## src/rtl/mmio_dma_map.sv

```systemverilog
// mmio_dma_map: CPU-addressable word memory with a 5-word register window
// (CTRL, STATUS, SRC, DST, LEN) that drives a one-word-at-a-time DMA copy
// engine. Reads are combinational, writes commit on the rising clock edge.
// The DMA engine yields the memory write port to the CPU whenever they collide.
module mmio_dma_map #(
    parameter int DATA_W    = 8,
    parameter int ADDR_W    = 5,
    parameter int CTRL_BASE = 16
) (
    input  logic              clk,
    input  logic              reset,
    input  logic              wr,
    input  logic [ADDR_W-1:0] addr,
    input  logic [DATA_W-1:0] data_i,
    output logic [DATA_W-1:0] data_o,
    output logic              irq,
    output logic              busy
);

    localparam int DEPTH = 2**ADDR_W;

    localparam logic [ADDR_W-1:0] A_CTRL   = ADDR_W'(CTRL_BASE);
    localparam logic [ADDR_W-1:0] A_STATUS = ADDR_W'(CTRL_BASE + 1);
    localparam logic [ADDR_W-1:0] A_SRC    = ADDR_W'(CTRL_BASE + 2);
    localparam logic [ADDR_W-1:0] A_DST    = ADDR_W'(CTRL_BASE + 3);
    localparam logic [ADDR_W-1:0] A_LEN    = ADDR_W'(CTRL_BASE + 4);

    localparam logic [1:0] S_IDLE = 2'd0;
    localparam logic [1:0] S_RD   = 2'd1;
    localparam logic [1:0] S_WR   = 2'd2;
    localparam logic [1:0] S_DONE = 2'd3;

    // Storage
    logic [DATA_W-1:0] r_mem [DEPTH];
    logic [1:0]        r_state;
    logic              r_irq_en;
    logic              r_done;
    logic [DATA_W-1:0] r_src;
    logic [DATA_W-1:0] r_dst;
    logic [DATA_W-1:0] r_len;
    logic [DATA_W-1:0] r_cnt;
    logic [DATA_W-1:0] r_buf;
    logic [ADDR_W-1:0] r_src_ptr;
    logic [ADDR_W-1:0] r_dst_ptr;

    // Decodes
    logic              w_busy;
    logic              w_cpu_win;
    logic              w_wr_ctrl;
    logic              w_wr_status;
    logic              w_reg_ok;
    logic              w_start;
    logic              w_len_zero;
    logic              w_last;
    logic              w_dma_wr;
    logic [DATA_W-1:0] w_rd_data;
    logic [DATA_W-1:0] w_ctrl_rd;
    logic [DATA_W-1:0] w_status_rd;

    // True when an address falls inside the register window; such memory
    // words are shadowed and never touched by either the CPU or the DMA.
    function automatic logic in_window(input logic [ADDR_W-1:0] a);
        return (a >= A_CTRL) && (a <= A_LEN);
    endfunction

    assign w_busy      = (r_state != S_IDLE);
    assign w_cpu_win   = in_window(addr);
    assign w_wr_ctrl   = wr && (addr == A_CTRL);
    assign w_wr_status = wr && (addr == A_STATUS);
    // SRC/DST/LEN are frozen while a transfer is running
    assign w_reg_ok    = wr && !w_busy;
    // START is only honoured from IDLE
    assign w_start     = w_wr_ctrl && data_i[0] && !w_busy;
    assign w_len_zero  = (r_len == {DATA_W{1'b0}});
    assign w_last      = (r_cnt == DATA_W'(1));
    // DMA writes only when the CPU is not using the port and the target is real memory
    assign w_dma_wr    = (r_state == S_WR) && !wr && !in_window(r_dst_ptr);
    // A source pointer inside the window reads as zero
    assign w_rd_data   = in_window(r_src_ptr) ? {DATA_W{1'b0}} : r_mem[r_src_ptr];

    assign busy = w_busy;
    assign irq  = r_done && r_irq_en;

    // Assemble the readable images of CTRL and STATUS (unused bits read 0)
    always_comb begin
        w_ctrl_rd      = {DATA_W{1'b0}};
        w_status_rd    = {DATA_W{1'b0}};
        w_ctrl_rd[1]   = r_irq_en;
        w_status_rd[0] = w_busy;
        w_status_rd[1] = r_done;
    end

    // CPU read mux: register window or plain memory word
    always_comb begin
        data_o = r_mem[addr];
        case (addr)
            A_CTRL:   data_o = w_ctrl_rd;
            A_STATUS: data_o = w_status_rd;
            A_SRC:    data_o = r_src;
            A_DST:    data_o = r_dst;
            A_LEN:    data_o = r_len;
            default:  data_o = r_mem[addr];
        endcase
    end

    // DMA sequencer: IDLE -> RD -> WR (-> RD ...) -> DONE -> IDLE
    always_ff @(posedge clk or posedge reset) begin
        if (reset) begin
            r_state   <= S_IDLE;
            r_src_ptr <= {ADDR_W{1'b0}};
            r_dst_ptr <= {ADDR_W{1'b0}};
            r_cnt     <= {DATA_W{1'b0}};
            r_buf     <= {DATA_W{1'b0}};
        end else begin
            case (r_state)
                S_IDLE: begin
                    if (w_start) begin
                        if (w_len_zero) begin
                            r_state <= S_DONE;
                        end else begin
                            r_src_ptr <= ADDR_W'(r_src);
                            r_dst_ptr <= ADDR_W'(r_dst);
                            r_cnt     <= r_len;
                            r_state   <= S_RD;
                        end
                    end else begin
                        r_state <= S_IDLE;
                    end
                end
                S_RD: begin
                    r_buf   <= w_rd_data;
                    r_state <= S_WR;
                end
                S_WR: begin
                    // A CPU write owns this cycle; hold everything and retry
                    if (wr) begin
                        r_state <= S_WR;
                    end else begin
                        r_src_ptr <= r_src_ptr + ADDR_W'(1);
                        r_dst_ptr <= r_dst_ptr + ADDR_W'(1);
                        r_cnt     <= r_cnt - DATA_W'(1);
                        r_state   <= w_last ? S_DONE : S_RD;
                    end
                end
                S_DONE: begin
                    r_state <= S_IDLE;
                end
                default: begin
                    r_state <= S_IDLE;
                end
            endcase
        end
    end

    // Register window: IRQ_EN and DONE always writable, SRC/DST/LEN only when idle
    always_ff @(posedge clk or posedge reset) begin
        if (reset) begin
            r_irq_en <= 1'b0;
            r_done   <= 1'b0;
            r_src    <= {DATA_W{1'b0}};
            r_dst    <= {DATA_W{1'b0}};
            r_len    <= {DATA_W{1'b0}};
        end else begin
            if (w_wr_ctrl) begin
                r_irq_en <= data_i[1];
            end else begin
                r_irq_en <= r_irq_en;
            end

            // Completion set has priority over a coincident software clear
            if (r_state == S_DONE) begin
                r_done <= 1'b1;
            end else if (w_start && !w_len_zero) begin
                r_done <= 1'b0;
            end else if (w_wr_status && data_i[1]) begin
                r_done <= 1'b0;
            end else begin
                r_done <= r_done;
            end

            if (w_reg_ok && (addr == A_SRC)) begin
                r_src <= data_i;
            end else begin
                r_src <= r_src;
            end

            if (w_reg_ok && (addr == A_DST)) begin
                r_dst <= data_i;
            end else begin
                r_dst <= r_dst;
            end

            if (w_reg_ok && (addr == A_LEN)) begin
                r_len <= data_i;
            end else begin
                r_len <= r_len;
            end
        end
    end

    // Memory array: single write port shared by CPU (priority) and DMA
    always_ff @(posedge clk or posedge reset) begin
        if (reset) begin
            for (int i = 0; i < DEPTH; i++) begin
                r_mem[i] <= {DATA_W{1'b0}};
            end
        end else begin
            if (wr && !w_cpu_win) begin
                r_mem[addr] <= data_i;
            end else if (w_dma_wr) begin
                r_mem[r_dst_ptr] <= r_buf;
            end else begin
                r_mem[addr] <= r_mem[addr];
            end
        end
    end

endmodule

```

## config.mk

```make
export PLATFORM = sky130hd
export DESIGN_NAME = mmio_dma_map
export DESIGN_NICKNAME = d
export VERILOG_FILES = /design/src/rtl/mmio_dma_map.sv
export SDC_FILE = /design/constraint.sdc
export NUM_CORES = 1
export LEC_CHECK = 0
export BUFFER_PORTS_ARGS = -buffer_cell sky130_fd_sc_hd__buf_2
export CORE_MARGIN = 3
export CORE_UTILIZATION = 45
export DETAILED_ROUTE_END_ITERATION = 10
export SYNTH_ARGS = -nofsm -noshare
export SYNTH_HDL_FRONTEND = slang
export SYNTH_SLANG_ARGS = --single-unit
export TNS_END_PERCENT = 50
```

## constraint.sdc

```tcl
create_clock -name clk -period 11.5 [get_ports clk]
set_input_delay 0.575 -clock clk [delete_from_list [all_inputs] [get_ports clk]]
set_output_delay 0.575 -clock clk [all_outputs]
set_load 0.02 [all_outputs]
```

==> out/qor.log <==
[synthesis] count of flip-flops with a built-in enable after synthesis 0
[grt] maximum number of pins on one net before global-route repair 134
[synthesis] synthesized-area fraction occupied by xor and xnor cells 0%
[power_and_ir_drop] Pwr Density 277.7 mW/mm^2
[synthesis] top cells by area, synth sky130_fd_sc_hd__dfrtp_1 (42%), sky130_fd_sc_hd__a221o_1 (12%), sky130_fd_sc_hd__o22ai_1 (7.4%), sky130_fd_sc_hd__mux2i_1 (7.3%), sky130_fd_sc_hd__mux4_2 (7.0%)
[sta] final period utilization 38.30%
[clock_tree] post-CTS setup buffer count 0
[cells_and_area] fraction of final layout cells sized beyond drive strength 1 15.26%
[synthesis] commonest register cell after synthesis sky130_fd_sc_hd__dfrtp_1
[grt] wire length of the first global-routing pass 124,000 um
[placement] DP HPWL 54,980 um
[detailed_routing] detailed-route via count 17,685
[synthesis] most frequent cell after synthesis sky130_fd_sc_hd__dfrtp_1
[critical_path] crit path DAT 3.83 ns
[sta] RSZ-0062 raised after global routing no
[critical_path] Startpoint Class primary input
[placement] number of port buffers 25
[sta] minimum period implied by the final worst setup slack 4.405 ns
[cells_and_area] NumNets Final 1,666
[critical_path] type of the worst setup path primary input to output port
[grt] Remaining Overflow, GRT 0
[grt] Total GRT Usage 38.76%
[synthesis] complex-gate fraction of the synthesized area 27.81%
[detailed_routing] post-DR wirelength/cell 39.90 um
[cells_and_area] area added between synthesis and finish 7.403%
[placement] final weighted congestion in routability-driven placement 1.020
[sta] hold violation count in the final report 0
[synthesis] cell type with the highest aggregate area in the netlist sky130_fd_sc_hd__dfrtp_1
[grt] initial antenna violation count 6
[synthesis] Yosys warning total 0
[power_and_ir_drop] total design power 0.005554 W
[detailed_routing] total wirelength of the detailed-routed design 87,550 um
[clock_tree] total number of clock tree sinks 310
[synthesis] largest family of logic cells by synthesized area compound AO/OA/AOI/OAI gates
[sta] worst max-slew margin expressed relative to the limit 19.48%
[clock_tree] TritonCTS clock tree built
[detailed_routing] 1st-pass router iterations 8
[grt] vias in the first global route 16,928
[synthesis] post-synth cell types 62
[cells_and_area] layout filler cell count 3,648
[detailed_routing] number of DRC markers in iteration 0 3,050
[cells_and_area] area used by multi-input combinational logic 0.009948 mm^2
[worst_hold_path] worst hold-check path type primary input to asynchronous set/reset pin
[run] Max-Cap Viols 0
[synthesis] flops & latches, synth 310
[floorplanning] standard cell core area 0.04028 mm^2
[sta] slew of the pin with the lowest slew margin 1.205 ns
[synthesis] FFs w/ async S/R, synth 100.0%
[clock_tree] maximum buffer depth of the clock tree 3
[clock_tree] Clock Root Buffer sky130_fd_sc_hd__clkbuf_16
[clock_tree] clk slew on worst S/H paths 0.06 ns
[cells_and_area] register area 0.007762 mm^2
[run_status] run status finished clean
[detailed_routing] final antenna-violating net count 0
[power_and_ir_drop] worst-case vdd ir drop 0.1643 mV
[sta] final-report max-slew violation count 0
[clock_tree] source-to-sink clock delay at the later pin of the worst-skew pair 0.58 ns
[sta] count of final setup violators 0
[synthesis] average cell area after synthesis 10.73 um^2
[synthesis] mapped cell area 0.01862 mm^2
[synthesis] sequential element share of the synthesized area 41.65%
[detailed_routing] DRC violation count after routing 0
[sta] final worst clock skew 0.03665 ns
[clock_tree] Resize count post-CTS 0
[clock_tree] H-tree Lvls 2
[floorplanning] vertical die dimension 209.4 um
[critical_path] worst-path fanout max 27
[synthesis] multiplexer fraction of the synthesized cell area 15.84%
[floorplanning] die width 209.4 um
[critical_path] nature of the critical path endpoint output port
[synthesis] area share of and/or/nand/nor cells after synthesis 8.989%
[critical_path] required time of the worst setup path 10.93 ns
[cells_and_area] utilization after layout 49.66%
[synthesis] Mapped Nets 1,760
[power_and_ir_drop] leakage power summed over all cells 8.146 nW
[floorplanning] standard-cell row count 73
[floorplanning] effective utilization at floorplan 46.24%
[sta] timing-limited maximum frequency 0.2270 GHz
[synthesis] synthesized instance count 1,736
[synthesis] Adder-Cell Fraction of Synth Area 0.5375%
[synthesis] share of the synthesized area in the top cell type 41.65%
[detailed_routing] Avg Vias per Cell 8.061
[clock_tree] Hold Buf Count CTS 0
[floorplanning] DIE AREA 0.04386 mm^2
[sta] sum of negative setup slack 0 ns
[clock_tree] CTS buffer count 36
[floorplanning] number of ports placed on the die boundary 26
[synthesis] most instantiated cells after synthesis sky130_fd_sc_hd__dfrtp_1 (310), sky130_fd_sc_hd__o22ai_1 (219), sky130_fd_sc_hd__a221o_1 (216)
-- through the flow --
stage | std cells | hold slack (ns) | worst slack (ns) | cell area (um^2)
CTS | 2190 | 0.2588 | 7.356 | 19990
global route | 2190 | 0.2925 | 7.223 | 19990
floorplan | 1736 | 0.4284 | 2.352 | 18620
detailed placement | 2129 | 0.3646 | 7.359 | 18770
finish | 2194 | 0.1874 | 7.095 | 20000
global placement | 2129 | 0.3643 | 7.337 | 18770
-- where the power goes --
| part | internal (W) | switching (W) |
|---|---|---|
| sequential | 0.00153 | 0.000609 |
| clock | 0.000726 | 0.000493 |
| combinational | 0.000931 | 0.00126 |
-- flip-flops by register name (all words and copies together) (netlist names), 2 cells and up --
register	flops
r_state	2
r_src_ptr	5
r_mem	256
r_src	8
r_dst_ptr	5
r_buf	8
r_dst	8
r_len	8
r_cnt	8
-- critical path: stages --
cell and delay (ns):
sky130_fd_sc_hd__buf_2 0.79, sky130_fd_sc_hd__nor2b_4 0.90, sky130_fd_sc_hd__a22oi_1 0.26, sky130_fd_sc_hd__nand3_1 0.24
sky130_fd_sc_hd__o31ai_1 0.19, sky130_fd_sc_hd__nor2_1 0.48, sky130_fd_sc_hd__a21oi_1 0.16, sky130_fd_sc_hd__buf_2 0.20
-- placed cells by master (no fill, tap or decap), types with 12 or more instances in the layout --
| cell | netlist | final |
|---|---|---|
| sky130_fd_sc_hd__nor2b_1 | 15 | 12 |
| sky130_fd_sc_hd__o21ai_0 | 18 | 18 |
| sky130_fd_sc_hd__buf_4 | 12 | 28 |
| sky130_fd_sc_hd__a221o_1 | 216 | 216 |
| sky130_fd_sc_hd__mux2_2 | 25 | 25 |
| sky130_fd_sc_hd__mux2i_1 | 135 | 135 |
| sky130_fd_sc_hd__nand2_1 | 135 | 135 |
| sky130_fd_sc_hd__nor2_2 | 14 | 14 |
| sky130_fd_sc_hd__nor2_1 | 43 | 42 |
| sky130_fd_sc_hd__buf_2 | 46 | 24 |
| sky130_fd_sc_hd__dfrtp_1 | 310 | 308 |
| sky130_fd_sc_hd__a22o_1 | 17 | 17 |
| sky130_fd_sc_hd__clkbuf_16 | 0 | 38 |
| sky130_fd_sc_hd__mux4_2 | 58 | 58 |
| sky130_fd_sc_hd__a22oi_1 | 55 | 55 |
| sky130_fd_sc_hd__nand3_1 | 42 | 42 |
| sky130_fd_sc_hd__o22ai_1 | 219 | 219 |
| sky130_fd_sc_hd__a31oi_1 | 25 | 24 |
| sky130_fd_sc_hd__a21oi_1 | 52 | 52 |
| sky130_fd_sc_hd__a211oi_1 | 16 | 16 |
-- final cells by class --
cell class | count | area share, %
inverters | 14 | 0.3002
clock buffers | 53 | 5.486
well taps | 525 | 3.284
repair buffers | 53 | 1.708
flip-flops and latches | 310 | 38.81
diodes | 4 | 0.05004
multi-input cells | 1227 | 49.73
clock inverters | 8 | 0.6318
-- metal layers --
layer	part of all wire [%]	vias to the layer above	GRT usage (%)	wire (um)
li1	-	6874	-	-
met5	0.23	-	1.224	197
met3	15	460	17.13	13240
met4	8.1	14	25.57	7052
met2	41	1642	52.88	35520
met1	36	8695	49.41	31540
-- final timing paths --
kind / from / endpoint / slack (ns) / depth (start not counted)
hold reg to reg: r_mem[96]$_DFFE_PP0P_ / r_mem[96]$_DFFE_PP0P_ / 0.37 / 0
max in group asynchronous: reset / r_src_ptr[1]$_DFFE_PP0P_ / 8.90 / 4
setup reg to reg: r_state[1]$_DFF_PP0_ / r_mem[4]$_DFFE_PP0P_ / 7.64 / 7
min in group clk: r_mem[96]$_DFFE_PP0P_ / r_mem[96]$_DFFE_PP0P_ / 0.37 / 0
hold / removal: reset / r_mem[101]$_DFFE_PP0P_ / 0.19 / 2
setup / recovery: addr[1] / data_o[6] / 7.10 / 8
-- cells by family (layout without fill, tap and decap cells) --
| kind of cell | count (synthesis) | in the layout |
|---|---|---|
| AO/OA/AOI/OAI | 666 | 666 |
| flip-flops | 310 | 310 |
| other | 0 | 4 |
| buffers and inverters | 199 | 128 |
| multiplexers | 219 | 219 |
| AND/OR/NAND/NOR | 334 | 334 |
| adder cells (fa/ha/maj) | 8 | 8 |
(Power assumes the default switching activity.)
